<file path="src/rtl/seg_pkg.sv">
// Shared types and constants for the scrolling seven-segment scan controller.
package seg_pkg;

   typedef enum logic {
      BLANK = 1'b0,
      SHOW  = 1'b1
   } scan_state_e;

   localparam int NUM_DIGITS = 8;

   // Segment order is {a,b,c,d,e,f,g}, active-high.
   localparam logic [6:0] HEX7SEG [16] = '{
      7'b1111110, 7'b0110000, 7'b1101101, 7'b1111001,
      7'b0110011, 7'b1011011, 7'b1011111, 7'b1110000,
      7'b1111111, 7'b1111011, 7'b1110111, 7'b0011111,
      7'b1001110, 7'b0111101, 7'b1001111, 7'b1000111
   };

endpackage

</file>
<file path="src/rtl/seg_decode.sv">
// Combinational hex-to-seven-segment lookup.
module seg_decode
   import seg_pkg::*;
(
   input  logic [3:0] code_i,
   output logic [6:0] seg_o
);

   assign seg_o = HEX7SEG[code_i];

endmodule

</file>
<file path="src/rtl/seg_scan_ctrl.sv">
// Multiplexed 8-digit seven-segment scanner with a blanking gap between slots
// and a timed scroll offset into an 8-entry message buffer.
//
// state | meaning
// ------+---------------------------------------------------------
// BLANK | all digits off for BLANK_CYC cycles (anti-ghosting gap)
// SHOW  | digit digit_q lit for SCAN_DIV cycles
module seg_scan_ctrl
   import seg_pkg::*;
#(
   parameter int SCAN_DIV  = 50_000,
   parameter int BLANK_CYC = 500,
   parameter int STEP_DIV  = 25_000_000
) (
   input  logic       clk,
   input  logic       rst,
   input  logic       load,
   input  logic [2:0] load_idx,
   input  logic [3:0] load_code,
   input  logic       scroll_en,
   input  logic       pause,
   output logic [6:0] out,
   output logic [7:0] sel,
   output logic [2:0] offset
);

   localparam int CNT_MAX = (SCAN_DIV > BLANK_CYC) ? SCAN_DIV : BLANK_CYC;
   localparam int CW      = $clog2(CNT_MAX + 1);
   localparam int SW      = $clog2(STEP_DIV + 1);

   scan_state_e   state_q, state_d;
   logic [CW-1:0] cnt_q, cnt_d;
   logic [2:0]    digit_q, digit_d;
   logic [SW-1:0] step_q, step_d;
   logic [2:0]    offset_q, offset_d;
   logic [3:0]    msg_q [NUM_DIGITS];
   logic [2:0]    rd_idx;
   logic [6:0]    seg_w;

   always_ff @(posedge clk or posedge rst) begin
      if (rst) begin
         state_q  <= BLANK;
         cnt_q    <= '0;
         digit_q  <= '0;
         step_q   <= '0;
         offset_q <= '0;
      end else begin
         state_q  <= state_d;
         cnt_q    <= cnt_d;
         digit_q  <= digit_d;
         step_q   <= step_d;
         offset_q <= offset_d;
      end
   end

   always_comb begin
      state_d = state_q;
      cnt_d   = cnt_q + 1'b1;
      digit_d = digit_q;
      case (state_q)
         BLANK: begin
            if (cnt_q == CW'(BLANK_CYC - 1)) begin
               state_d = SHOW;
               cnt_d   = '0;
            end
         end
         SHOW: begin
            if (cnt_q == CW'(SCAN_DIV - 1)) begin
               state_d = BLANK;
               cnt_d   = '0;
               digit_d = digit_q + 3'd1;
            end
         end
         default: begin
            state_d = BLANK;
            cnt_d   = '0;
         end
      endcase
   end

   // Disabling scroll restarts the step interval; pause only freezes it.
   always_comb begin
      step_d   = step_q;
      offset_d = offset_q;
      if (!scroll_en) begin
         step_d = '0;
      end else if (!pause) begin
         if (step_q == SW'(STEP_DIV - 1)) begin
            step_d   = '0;
            offset_d = offset_q + 3'd1;
         end else begin
            step_d = step_q + 1'b1;
         end
      end
   end

   always_ff @(posedge clk or posedge rst) begin
      if (rst) begin
         for (int i = 0; i < NUM_DIGITS; i++) msg_q[i] <= '0;
      end else if (load) begin
         msg_q[load_idx] <= load_code;
      end
   end

   // 3-bit add gives the mod-8 wrap for free.
   assign rd_idx = digit_q + offset_q;

   seg_decode u_decode (
      .code_i (msg_q[rd_idx]),
      .seg_o  (seg_w)
   );

   always_comb begin
      sel = 8'hFF;
      out = 7'b0000000;
      if (state_q == SHOW) begin
         sel = ~(8'b1 << digit_q);
         out = seg_w;
      end
   end

   assign offset = offset_q;

endmodule

</file>
<file path="config.mk">
export PLATFORM = sky130hd
export DESIGN_NAME = seg_scan_ctrl
export DESIGN_NICKNAME = d
export VERILOG_FILES = /design/src/rtl/seg_pkg.sv /design/src/rtl/seg_decode.sv /design/src/rtl/seg_scan_ctrl.sv
export SDC_FILE = /design/constraint.sdc
export NUM_CORES = 1
export LEC_CHECK = 0
export CAP_MARGIN = 0
export CORE_ASPECT_RATIO = 0.9
export CORE_UTILIZATION = 30
export CTS_CLUSTER_DIAMETER = 40
export DETAILED_ROUTE_END_ITERATION = 10
export RECOVER_POWER = 25
export SYNTH_ARGS = -nofsm -noshare
export SYNTH_HDL_FRONTEND = slang
export SYNTH_HIERARCHICAL = 1
export SYNTH_SLANG_ARGS = --single-unit
</file>
<file path="constraint.sdc">
create_clock -name clk -period 7 [get_ports clk]
set_clock_uncertainty 0.2 [all_clocks]
set_input_delay 1.4 -clock clk [delete_from_list [all_inputs] [get_ports clk]]
set_output_delay 1.4 -clock clk [all_outputs]
set_load 0.01 [all_outputs]
</file>
======== Yosys cells after proc, flatten, opt, wreduce, memory -nomap -nowiden ========
Memories as Yosys holds them, arrays and structs flattened.
Index checks and enable logic that the tools add are counted.
operators by class
  add/sub/neg operators ................... 5
  magnitude comparators ................... 4
  equality and inequality tests ........... 4
  shifts and indexed selects .............. 1
  muxes and demuxes ....................... 19
  bitwise gates (word level) .............. 6
  reduce and logical (&&, ||, !) cells .... 3
operator list
  operator                                                   number
  two-way mux 25 bit                                         3
  bitwise mux 32 bit                                         1
  two-way mux 16 bit                                         2
  case mux 16 bit (2 select lines)                           1
  adder 25 x 1 -> 25 bit (second input constant)             1
  equality test 25 bit (second input constant)               1
  two-way mux 7 bit                                          3
  adder 16 x 1 -> 16 bit (second input constant)             1
  equality test 16 bit (second input constant)               1
  equality test 16 x 9 -> 1 bit (second input constant)      1
  binary-select mux 4 bit (select 3 bit)                     1
  demux 4 bit (select 3 bit)                                 1
  two-way mux 4 bit                                          3
  greater-or-equal comparator 4 bit (second input constant)  2
  two-way mux 8 bit                                          1
  inverter 3 -> 4 bit                                        2
  inverter 8 bit                                             1
  left shift 1 x 3 -> 8 bit (first input constant)           1
  adder 3 x 1 -> 3 bit (second input constant)               2
  greater-or-equal comparator 5 bit (second input constant)  1
  inverter 4 -> 5 bit                                        1
  < comparator 4 x 1 -> 1 bit (second input constant)        1
  adder 3 bit                                                1
  AND reduction 3 bit                                        1
  other kinds (6)                                            8
storage, ports and cells
  register bits after elaboration ......... 80
  ROM bits ................................ 112
  bits of input ports ..................... 12
  output and inout port bits .............. 18
  word-level logic and storage cells ...... 56
  memories ................................ 1
memories
  memory            words  bits a word  rd ports  clocked after memory_dff  wr ports  line             RTL
  (name not given)  16     7            1         0                         0         seg_decode.sv:9  assign seg_o = HEX7SEG[code_i];

======== Logic depth before layout (Yosys ltp) ========
  depth in word-level cells ............... 10
  gate-level depth with buffers ........... 14
  gate-level depth less buffers ........... 13

======== Cells and area by module ========
The synthesis kept the hierarchy.
modules (own cells, without submodules)
  module         instances  cells each  area each (um2)
  seg_scan_ctrl  1          401         4272.8
  seg_decode     1          33          295.3

======== Least setup slack after synthesis ========
No wires, ideal clock.
  path kind ............................... reg-to-output
  from .................................... register offset_q[0] (netlist: offset[0])
  to ...................................... output out[3]
  arrival ................................. 3.336 ns
  data required time ...................... 5.400 ns
  slack ................................... 2.064 ns
  cell stages (with the launch flop) ...... 14
  buffers on the path ..................... 1
  cells stage by stage .................... dfrtp_1 > ha_1 > inv_1 > fa_1 > xnor2_1 > xnor2_1 > buf_2 > mux2i_1 > a22o_1 > nor2_1 > inv_1 > ha_1 > mux4_1 > and2_1
on the way
  cells in the longest elaborated chain, start to end .. 10
ends and longest elaborated chain
  element                                               line                  RTL
  start: declaration                                    seg_scan_ctrl.sv:35   logic [2:0] offset_q, offset_d;
  start signal: assignment                              seg_scan_ctrl.sv:52   offset_q <= offset_d;
  adder 3 bit                                           seg_scan_ctrl.sv:106  assign rd_idx = digit_q + offset_q;
  inverter 3 -> 4 bit (not written as such)             seg_scan_ctrl.sv:109  .code_i (msg_q[rd_idx]),
  binary-select mux 4 bit (select 3 bit)                seg_scan_ctrl.sv:109
  two-way mux 4 bit (not written as such) (2 in a row)  seg_scan_ctrl.sv:109
  inverter 4 -> 5 bit (not written as such)             seg_decode.sv:9
  memory read (16 x 7 bit)                              -
  two-way mux 7 bit (not written as such) (2 in a row)  seg_decode.sv:9
  via seg_w[3]                                          seg_scan_ctrl.sv:38   logic [6:0] seg_w;
  two-way mux 7 bit                                     seg_scan_ctrl.sv:116  if (state_q == SHOW) begin
  end: declaration                                      seg_scan_ctrl.sv:22   output logic [6:0] out,
The timed path passes the listed nets, and every way through them passes these cells. The select of a mux whose other input is x is not followed.

======== Final worst setup path ========
  from .................................... register digit_q[0]
  to ...................................... output out[3]
on the way
  cells in the longest elaborated chain, start to end .. 10
ends and longest elaborated chain
  element                                               line                  RTL
  start: declaration                                    seg_scan_ctrl.sv:33   logic [2:0] digit_q, digit_d;
  start signal: assignment                              seg_scan_ctrl.sv:50   digit_q <= digit_d;
  adder 3 bit                                           seg_scan_ctrl.sv:106
  inverter 3 -> 4 bit (not written as such)             seg_scan_ctrl.sv:109
  binary-select mux 4 bit (select 3 bit)                seg_scan_ctrl.sv:109
  two-way mux 4 bit (not written as such) (2 in a row)  seg_scan_ctrl.sv:109
  inverter 4 -> 5 bit (not written as such)             seg_decode.sv:9
  memory read (16 x 7 bit)                              -
  two-way mux 7 bit (not written as such) (2 in a row)  seg_decode.sv:9
  via seg_w[3]                                          seg_scan_ctrl.sv:38
  two-way mux 7 bit                                     seg_scan_ctrl.sv:116
The timed path passes the listed nets, and every way through them passes these cells. The select of a mux whose other input is x is not followed.

==> results.toml <==
[sta]
rsz0062_at_grt = "no"
finalSetupViolCount = 0
hold_viol = 0
min_period_ns = 5.84
min_period_over_period = 0.834
fmax_mhz = 171
setup_tns_ns = 0
slew_headroom = 0.320
slew_violations = 0
worst_pin_slew_ns = 1.02
worst_slack_ns = 1.16

[routing]
via_per_inst = 5.08
wl_met1_um = 4900
first_pass_iters = 4
drtAntennaViolNets = 0
num_vias = 3390
top_layer_used = "met4"
routed_wl_um = 9780
wl_per_cell_um = 14.7
wl_met2_um = 4540
drc = 0
wl_met3_um = 266
dr.first_iter.drc_count = 175

[die]
fp-row-count = 42
start_util = 0.309
dieHeight_um = 119
io_pins = 30
chipWidth_um = 132
die-area_mm2 = 0.0157
core_area_mm2 = 0.0148

[grt]
grt-ovfl-total = 0
grt_max_degree = 81
grt_usage = 0.135
grt_pass1_vias = 3274
grt_pass1_wl_um = 16800
antenna_found_initial = 0

[clock_tree]
cts_root_buf = "clkbuf_16"
post_cts_resized = 0
cts_tree = "done"
cts_sinks = 80
htree_num_levels = 3
clk_latency_ns = 0.34
clkTransAtPathRegs_ns = 0.06
cts_buffers = 9
cts.hold.buffers_added = 0
postCtsSetupBuffers = 0
clockBufferDepth = 2

[critical_path]
timing.rr.start = "step_q[0]"
path_cells = "ha_1, inv_1, fa_1, xnor2_1, xnor2_1, buf_4, mux2i_1, a22o_1, nor2_1, mux4_1, and2_1, clkdlybuf4s50_1"
cp-start-kind = "register"
crit_family = "simple AND/OR/NAND/NOR gates"
cpPeakStageDelay_ns = 0.71
rrSetupSlack_ns = 4.30
cp.arrival_ns = 4.24
critPathCaptureType = "output pin"
timing.rr.end = "step_q[21]"
crit_fanout = 14
r2r_cells = 6
crit_cells = 12
cp_data_required_time_ns = 5.40
cpMostUsedCell = "xnor2_1"
path_buf_inv = 3
crit_type = "reg -> out"
slowest_stage = "nor2_1"

[flow_run]
drv_cap = 0

[power_and_ir_drop]
leakagePower_nw = 2.23
powerDensity_mw_per_mm2 = 231
ir_drop_v = 0.000135

[yosys]
asyncSetResetFlopFracSynth = 1.00
avgSynthCellArea_um2 = 10.5
dominantRegCellSynth = "dfrtp_1"
yosysTopAreaCell = "dfrtp_1"
synth.top_cells.by_area = "dfrtp_1, mux2_2, ha_1"
syn_inst = 434
yosys_warnings = 6
synth_fp_nets = 464
synthesis.area_mm2 = 0.00457
synth_edf_count = 0
ys_seq_elements = 80
synth_cell_type_count = 58
ys_seq_area_frac = 0.438
synth_top_area_frac = 0.438

[final_layout]
fin_nets = 494
fin_cells = 667
post-route-util = 0.366
final_area_mm2 = 0.00540
layout-drive-gt1-share = 0.143
area_delta_synth_final_pct = 18.3
antennaDiodeCount = 0

[placement]
post-place-ws_ns = 1.48
dpl.hpwl_um = 6910
placed_cell_area_mm2 = 0.00505
place_inst = 651
portBuffers = 29
gp_congestion = 0.793

[worst_hold_path]
worstHoldStart = "cnt_q[0]"
hold_depth = 1
whs_endpoint = "cnt_q[0]"
hold_class = "reg -> reg"

[status]
status = "completed"
==> synthesized netlist by cell type (2+ instances only) <==
library cell	instances
mux4_2	4
nor4b_1	2
a22o_1	5
or3_1	2
nor2_1	25
or4_1	3
a31oi_1	11
xor2_1	8
nand2_1	41
mux2_2	36
nor3b_1	2
o211ai_1	2
o31ai_1	2
nand4_1	11
and4_1	2
nand4b_1	6
o21bai_1	2
dfrtp_1	80
nor3_1	9
nor2b_1	9
o21ai_0	12
buf_2	3
nor4_1	5
mux2i_1	10
xnor2_1	13
a32o_1	2
nand2b_1	7
inv_1	17
and2_1	13
ha_1	17
a21oi_1	12
nand3_1	19
buf_6	3
and3_1	10
clkbuf_1	6
==> per-stage QoR <==
stage	power [mW]	hold WS [ns]
floorplan	0.661	0.254
detailed placement	0.706	0.277
global route	1.31	0.318
CTS	1.27	0.289
finish	1.25	0.287
global placement	0.700	0.274
==> power breakdown <==
group          leakage (nW)  switching [mW]  internal [mW]
clock network         0.172           0.200          0.353
logic                  1.02          0.0760         0.0870
registers              1.03          0.0273          0.505
total                  2.23           0.303          0.945
==> area by class of cell <==
type / instances / area, um^2
well taps: 198 / 248
repair buffers: 31 / 305
flip-flops and latches: 80 / 2000
fillers: 1444 / 9360
multi-input cells: 325 / 2430
inverters: 17 / 63.8
clock buffers: 9 / 225
clock inverters: 7 / 128
==> cells by family (layout without fill, tap and decap cells) <==
group	Yosys count	count (layout)	synth area share
flip-flops	80	80	0.438
multiplexers	52	52	0.139
XOR/XNOR	21	21	0.0403
adder cells (fa/ha/maj)	18	18	0.0509
AO/OA/AOI/OAI	61	61	0.0953
buffers and inverters	29	64	0.0296
AND/OR/NAND/NOR	173	173	0.206
==> worst max path at each step <==
| stage | slack, ns | from | endpoint |
|---|---|---|---|
| 6_report | 1.16 | digit_q[0] | out[3] |
| 5_1_grt | 0.84 | digit_q[0] | out[3] |
| 4_1_cts | 1.11 | digit_q[0] | out[3] |
| 3_5_place_dp | 1.48 | digit_q[0] | out[3] |
| 3_3_place_gp | 1.57 | digit_q[0] | out[3] |
| 2_1_floorplan | 2.06 | offset[0] | out[3] |
==> per-layer routing <==
layer,GRT usage,vias up
met2,0.213,55
met1,0.178,1683
met3,0.0392,6
met4,0.0392,0
li1,-,1646
met5,0,-
==> registers in the layout, indices dropped and copies added, names as in the netlist <==
| signal | cells |
|---|---|
| offset | 3 |
| step_q | 25 |
| cnt_q | 16 |
| digit_q | 3 |
| msg_q | 32 |
| state_q | 1 |
==> cells in the final DEF, fill, tap and decap left out, types with 3 or more instances in the layout <==
cell type and n:
ha_1 17, nand2b_1 7, nor3_1 9, nand2_1 41, nand4_1 11, or4_1 3
nor2b_1 9, xnor2_1 13, xor2_1 8, mux2_2 36, mux4_2 4, mux2i_1 10
dfrtp_1 80, clkbuf_16 9, clkdlybuf4s50_1 26, a22o_1 5, bufinv_16 3, nor4_1 5
a21oi_1 12, and2_1 12, o21ai_0 12, and3_1 10, a31oi_1 11, inv_1 16
dlygate4sd3_1 3, nand4b_1 6, nor2_1 25, nand3_1 19
(Power assumes the default switching activity.)
